<file path="src/rtl/clusterv_pkg.sv">
// Shared ClusterV definitions: FSM encodings and
// address slice bounds for the Wishbone SRAM target.
package clusterv_pkg;

  localparam logic [1:0] ST_IDLE    = 2'd0;
  localparam logic [1:0] ST_RD_WAIT = 2'd1;
  localparam logic [1:0] ST_RESP    = 2'd2;

  // Byte address bits that form the word index.
  localparam int WA_LO = 2;
  localparam int WA_HI = 13;

endpackage

</file>
<file path="src/rtl/clusterv_wb_sram_tgt.sv">
// Wishbone classic target in front of a sync SRAM.
// Ports: clock/reset, Wishbone t_* target, sram_* macro side.
module clusterv_wb_sram_tgt
  import clusterv_pkg::*;
#(
  parameter int ADR_WIDTH     = 32,
  parameter int DAT_WIDTH     = 32,
  parameter int MEM_ADR_WIDTH = 11,
  parameter int READ_LATENCY  = 1
) (
  input  logic                     clock,
  input  logic                     reset,
  input  logic [ADR_WIDTH-1:0]     t_adr,
  input  logic [DAT_WIDTH-1:0]     t_dat_w,
  output logic [DAT_WIDTH-1:0]     t_dat_r,
  input  logic                     t_cyc,
  input  logic                     t_stb,
  input  logic                     t_we,
  input  logic [3:0]               t_sel,
  output logic                     t_ack,
  output logic                     t_err,
  input  logic [3:0]               t_tgc,
  input  logic                     t_tga,
  input  logic                     t_tgd_w,
  output logic                     t_tgd_r,
  output logic                     sram_en,
  output logic [3:0]               sram_wmask,
  output logic [MEM_ADR_WIDTH-1:0] sram_addr,
  output logic [31:0]              sram_wdata,
  input  logic [31:0]              sram_rdata
);

  logic [1:0] state;
  logic [1:0] cnt;

  logic [WA_HI-WA_LO:0] wadr;
  logic                 bad;
  logic                 accept;
  logic                 wr_go;
  logic                 rd_go;
  logic                 err_go;
  logic                 unused_tags;

  assign unused_tags = ^{t_tgc, t_tga, t_tgd_w, t_adr};

  assign wadr = t_adr[WA_HI:WA_LO];
  assign bad  = (t_adr[1:0] != 2'b00) ||
                (32'(wadr) >= (32'd1 << MEM_ADR_WIDTH));

  // Gated by reset so the SRAM strobe stays low
  // while the block is held in reset.
  assign accept = reset && (state == ST_IDLE) &&
                  t_cyc && t_stb && !t_ack && !t_err;

  assign err_go = accept && bad;
  assign wr_go  = accept && !bad && t_we;
  assign rd_go  = accept && !bad && !t_we;

  // An all-zero select still gets acked but
  // must not touch the macro.
  assign sram_en    = rd_go || (wr_go && (t_sel != 4'h0));
  assign sram_wmask = wr_go ? t_sel : 4'h0;
  assign sram_addr  = t_adr[MEM_ADR_WIDTH+1:2];
  assign sram_wdata = t_dat_w;
  assign t_tgd_r    = 1'b0;

  always_ff @(posedge clock or negedge reset) begin
    if (!reset) begin
      state   <= ST_IDLE;
      cnt     <= 2'd0;
      t_ack   <= 1'b0;
      t_err   <= 1'b0;
      t_dat_r <= '0;
    end else begin
      t_ack <= 1'b0;
      t_err <= 1'b0;
      unique case (state)
        ST_IDLE: begin
          if (err_go) begin
            state   <= ST_RESP;
            t_err   <= 1'b1;
            t_dat_r <= '0;
          end else if (wr_go) begin
            state <= ST_RESP;
            t_ack <= 1'b1;
          end else if (rd_go) begin
            state <= ST_RD_WAIT;
            cnt   <= 2'(READ_LATENCY - 1);
          end
        end
        ST_RD_WAIT: begin
          if (!t_cyc) begin
            state <= ST_IDLE;
            cnt   <= 2'd0;
          end else if (cnt == 2'd0) begin
            state   <= ST_RESP;
            t_ack   <= 1'b1;
            t_dat_r <= sram_rdata;
          end else begin
            cnt <= cnt - 2'd1;
          end
        end
        ST_RESP: state <= ST_IDLE;
        default: state <= ST_IDLE;
      endcase
    end
  end

endmodule

</file>
<file path="config.mk">
export PLATFORM = sky130hd
export DESIGN_NAME = clusterv_wb_sram_tgt
export DESIGN_NICKNAME = d
export VERILOG_FILES = /design/src/rtl/clusterv_pkg.sv /design/src/rtl/clusterv_wb_sram_tgt.sv
export SDC_FILE = /design/constraint.sdc
export NUM_CORES = 1
export LEC_CHECK = 0
export ABC_AREA = 1
export CORE_ASPECT_RATIO = 0.7
export CORE_MARGIN = 2
export CORE_UTILIZATION = 32
export CTS_BUF_LIST = sky130_fd_sc_hd__clkbuf_16
export DETAILED_ROUTE_END_ITERATION = 12
export PLACE_DENSITY = 0.95
export SYNTH_ARGS = -nofsm -noshare
export SYNTH_HDL_FRONTEND = slang
export SYNTH_SLANG_ARGS = --single-unit
</file>
<file path="constraint.sdc">
create_clock -name clock -period 3.1 [get_ports clock]
set_input_delay 0.62 -clock clock [delete_from_list [all_inputs] [get_ports clock]]
set_output_delay 0.62 -clock clock [all_outputs]
set_load 0.05 [all_outputs]
</file>
After elaboration in Yosys (flattened, before gate mapping) --
Index checks and enable logic that the tools add are counted.
Word-level totals: memories kept 0, input port bits 111, memory bits (writable) 0, memory bits (read-only) 0, bits in registers 38, output and inout bits 83, bits in latches 0
Operators by class: muxes and demuxes 24, equality and inequality tests 10, shifts and indexed selects 0, $add $sub $neg 1, bitwise gates (word level) 0, div/mod/pow operators 0, $mul 0, reductions and logical operators 24, order comparisons 1
Operator list (count):
- $mux 32 | 3
- $pmux 32 s2 | 1
- $mux 2 | 10
- $ge 12x12->1 const B | 1
- $ne 2x2->1 const B | 6
- $logic_and 1x1->1 | 10
- $pmux 2 s2 | 2
- $mux 1 | 6
- $ne 3x3->1 const B | 2
- $reduce_and 5->1 | 1
- $logic_not 1->1 | 4
- $logic_not 2->1 | 2
- $mux 4 | 1
- $ne 4x4->1 const B | 1
- $reduce_and 4->1 | 1
- $reduce_bool 2->1 | 2
- $reduce_bool 4->1 | 1
- $eq 2x1->1 const B | 1
- $logic_or 1x1->1 | 2
- $pmux 1 s2 | 1
- $reduce_and 2->1 | 1
- $sub 2x1->2 const B | 1

Logic depth before layout (Yosys ltp) --
word-level depth 12, gate-level depth with buffers 10, depth with buffers taken out 10

Worst setup path before layout --
No wires, ideal clock.
path kind register to output, start point register t_err, end point output port sram_en, arrival time 2.191 ns, stages on the path, launching flop included 6, path buffers 0, path slack 0.289 ns, required time 2.480 ns, path through dfrtp_1 -> inv_1 -> nand3_1 -> nor2_2 -> nand3_1 -> o21ai_0
Between the ends: longest elaborated chain between the ends 6, elaborated cells on any way between the ends 7
Ends and longest elaborated chain:
- start: declaration | RTL line clusterv_wb_sram_tgt.sv:21 | output logic t_err,
- start signal: assignment | RTL line clusterv_wb_sram_tgt.sv:72 | t_err <= 1'b0;
- start signal: assignment | RTL line clusterv_wb_sram_tgt.sv:76 | t_err <= 1'b0;
- start signal: assignment | RTL line clusterv_wb_sram_tgt.sv:81 | t_err <= 1'b1;
- $logic_not 1->1 * | RTL line clusterv_wb_sram_tgt.sv:53 | t_cyc && t_stb && !t_ack && !t_err;
- $logic_and 1x1->1 * | RTL line clusterv_wb_sram_tgt.sv:53
- $logic_and 1x1->1 * | RTL line clusterv_wb_sram_tgt.sv:56, clusterv_wb_sram_tgt.sv:57
- $logic_and 1x1->1 | RTL line clusterv_wb_sram_tgt.sv:56 | assign wr_go = accept && !bad && t_we;
- $logic_and 1x1->1 | RTL line clusterv_wb_sram_tgt.sv:61 | assign sram_en = rd_go || (wr_go && (t_sel != 4'h0));
- $logic_or 1x1->1 * | RTL line clusterv_wb_sram_tgt.sv:61
- end: declaration | RTL line clusterv_wb_sram_tgt.sv:26 | output logic sram_en,
Mark *: on every way between the ends. The rest lies on a longest branch, timed or not.

Final worst setup path --
start point input port t_cyc, end point output port sram_en
Between the ends: longest elaborated chain between the ends 8, elaborated cells on any way between the ends 9
Ends and longest elaborated chain:
- start: declaration | RTL line clusterv_wb_sram_tgt.sv:16 | input logic t_cyc,
- $logic_and 1x1->1 * | RTL line clusterv_wb_sram_tgt.sv:52 | assign accept = reset && (state == ST_IDLE) &&
- $logic_and 1x1->1 * (3 in series) | RTL line clusterv_wb_sram_tgt.sv:53
- $logic_and 1x1->1 * | RTL line clusterv_wb_sram_tgt.sv:56, clusterv_wb_sram_tgt.sv:57
- $logic_and 1x1->1 | RTL line clusterv_wb_sram_tgt.sv:56
- $logic_and 1x1->1 | RTL line clusterv_wb_sram_tgt.sv:61
- $logic_or 1x1->1 * | RTL line clusterv_wb_sram_tgt.sv:61
Marks and branches as above.

==> flow_metrics.tcl <==
set metrics [dict create \
    power.density_mw_per_mm2 440 \
    reg2reg_slack_ps 1290 \
    met1_usage_pct 15.6 \
    slowest_stage "clkdlybuf4s50_1" \
    max-slew-margin-rel_pct 33.5 \
    postCtsSetupBuffers 0 \
    critPathMaxFanout 4 \
    ant_nets 0 \
    yosys-top-cells-area "dfrtp_1, buf_4, nand2_1" \
    cts-root-buf "clkbuf_16" \
    num_vias 1620 \
    grt-busiest-layer "met2" \
    ys_seq_area_share_pct 47.7 \
    p_clk_share_pct 38.8 \
    critPathMaxStageDelay_ps 520 \
    pin_count 194 \
    routed_via_density 4.49 \
    cts_tree "done" \
    fin_crit_sh_pct 90.6 \
    p_int_mw 0.897 \
    wl_per_cell_um 12.8 \
    numClockSinks 38 \
    ir_drop_uv 215 \
    path_cells "clkdlybuf4s50_1 -> nand2_1 -> inv_1 -> nand2_1 -> nor2_2 -> nand3_1 -> o21ai_0 -> buf_12" \
    clk_latency_ps 270 \
    combPwrFrac_pct 17.7 \
    nFillCells 600 \
    final_cell_mix "nand2_1, clkdlybuf4s50_1, dfrtp_1, o21ai_0, inv_1" \
    slew_violations 0 \
    cp_num_buf_inv 3 \
    drt_iter0_markers 59 \
    cts_buffer_depth 2 \
    place_congestion 0.758 \
    grt_max_degree 39 \
    grt_antenna_before_repair 0 \
    cts_hold_buf 0 \
    endpoint_kind "primary output" \
    grt_pass1_wl_um 7740 \
    report.final.hold_viol_count 0 \
    use_met2_pct 24.3 \
    status "finished clean" \
    final.setup_skew_ps 4.64 \
    worst_slew_pin_slew_ps 996 \
    first_pass_iters 4 \
    syn-num-nets 355 \
    io_buffers 82 \
    layout.nets 395 \
    drive_above_1_share_pct 8.13 \
    fp.dieArea_mm2 0.00689 \
    fin_setup_tns_ps 0 \
    fin_cells 361 \
    drcViolationCount 0 \
    netSwitchingPower_mw 0.312 \
    start_util_pct 32.6 \
    fp.dieW_um 98.4 \
    critical_path_cell_count 8 \
    reg2reg_to "t_dat_r[5]" \
    synthDistinctLibCells 20 \
    max_cap_viol_count 0 \
    setup_violations 0 \
    grt_usage_pct 13.9 \
    swShare_pct 25.8 \
    crit_end "sram_en" \
    ff2ff_path_depth 5 \
    num_rows 24 \
    path_clk_slew_ps 60 \
    worstSetupStartpoint "t_cyc" \
    cts_resized 0 \
    critical_path.top_delay_family "buffers and inverters" \
    rr_startpoint "state[1]" \
    dp_cells 354 \
    ys_seq_elements 38 \
    fmax_ghz 0.356 \
    layout_commonest_cell "nand2_1" \
    fp.coreArea_mm2 0.00613 \
    met3_usage_pct 6.51 \
    fin_crit_ps 2810 \
    critical_path.most_common_cell "nand2_1" \
    antenna_cells 0 \
    ys.warnings.count 0 \
    arrival_ps 2190 \
    grt_pass1_vias 1671 \
    grt.overflow.total 0 \
    hold_path_class "in -> async" \
    worstPathRequired_ps 2480 \
    rsz0062_at_grt "false" \
    synth_top_area_share_pct 47.7 \
    syn_area_mm2 0.00199 \
    cts_buffers 5 \
    pwr-share-seq_pct 43.5 \
    worst_setup_path_start_kind "primary input" \
    syn_avg_cell_area_um2 8.21 \
    yosys.area.top_type "dfrtp_1" \
    synth_cells 243 \
    die_h_um 70.1 \
    leakage_nw 1.18 \
    area_growth_pct 37.6 \
    htreeDepth 2 \
    wirelength_um 4610 \
    dp_hpwl_um 3430 \
    path_class "in -> out" \
]
routing by layer:
metal | wire, um | vias to the layer above | share of wire (%)
met5 | 0 | - | 0
met4 | 27 | 0 | 0.59
met3 | 431 | 6 | 9.4
met2 | 2260 | 80 | 49
met1 | 1880 | 744 | 41
li1 | - | 790 | -
logic make-up (layout without fill, tap and decap cells):
group / after synthesis / after routing / share of synthesized area, %
AND/OR/NAND/NOR: 96 / 96 / 19.4
buffers and inverters: 71 / 111 / 22.4
flip-flops: 38 / 38 / 47.7
AO/OA/AOI/OAI: 36 / 36 / 9.66
adder cells (fa/ha/maj): 1 / 1 / 0.627
other: 1 / 1 / 0.188
sequential cells by signal (all words and copies together) (netlist names):
signal	count
t_err	1
state	2
t_dat_r	32
cnt	2
t_ack	1
synth_stat cells:
library cell and instances:
or2_2 1, nand2_1 77, inv_2 1, clkbuf_1 3, inv_1 17, buf_4 47, clkbuf_2 3, dfrtp_1 38
nor2_1 7, o21ai_1 4, nor4_1 1, nand4_1 2, ha_1 1, o21ai_4 1, conb_1 1, o21ai_0 30
nor2_2 2, a31oi_1 1, nand3_1 5, nor3_2 1
layout make-up:
cell class,count,area (um2),area share [%]
clock buffer,5,125,4.56
clock inverter,2,10.0,0.365
inverter,18,67.6,2.46
multi-input combinational,134,597,21.8
sequential,38,951,34.7
tap,78,97.6,3.56
timing repair buffer,86,896,32.6
worst register-to-register path, delay by kind of cell, from the launching register on:
family	cells	cell delay (ps)
buf+inv	2	850
simple gates	2	210
flops	1	380
compound gates	1	250
power by group through the flow:
stage	registers [mW]	logic, mW	clock network [mW]
3_5_place_dp	0.534	0.215	0
2_1_floorplan	0.595	0.192	0
6_report	0.525	0.214	0.469
3_3_place_gp	0.533	0.211	0
4_1_cts	0.525	0.217	0.488
5_1_grt	0.528	0.229	0.512
per-stage QoR:
step | instance area, um2 | hold WS (ps) | total power [mW] | setup slack (ps) | utilization (%)
detailed placement | 2610 | 459 | 0.749 | 283 | 42.6
global route | 2740 | 496 | 1.27 | 167 | 44.8
floorplan | 1990 | 324 | 0.788 | 289 | -
global placement | 2610 | 460 | 0.744 | 349 | 42.6
CTS | 2740 | 465 | 1.23 | 278 | 44.8
finish | 2740 | 452 | 1.21 | 292 | 44.8
how the worst min path moves through the flow:
stage	start	endpoint	slack [ps]	cells after the start
floorplan	reset	cnt[0]	320	0
global placement	cnt[1]	cnt[1]	460	2
detailed placement	cnt[1]	cnt[1]	460	2
CTS	reset	t_dat_r[19]	470	2
global route	reset	t_err	500	2
finish	reset	t_err	450	2
No activity file was read; power rests on OpenSTA's default activity.
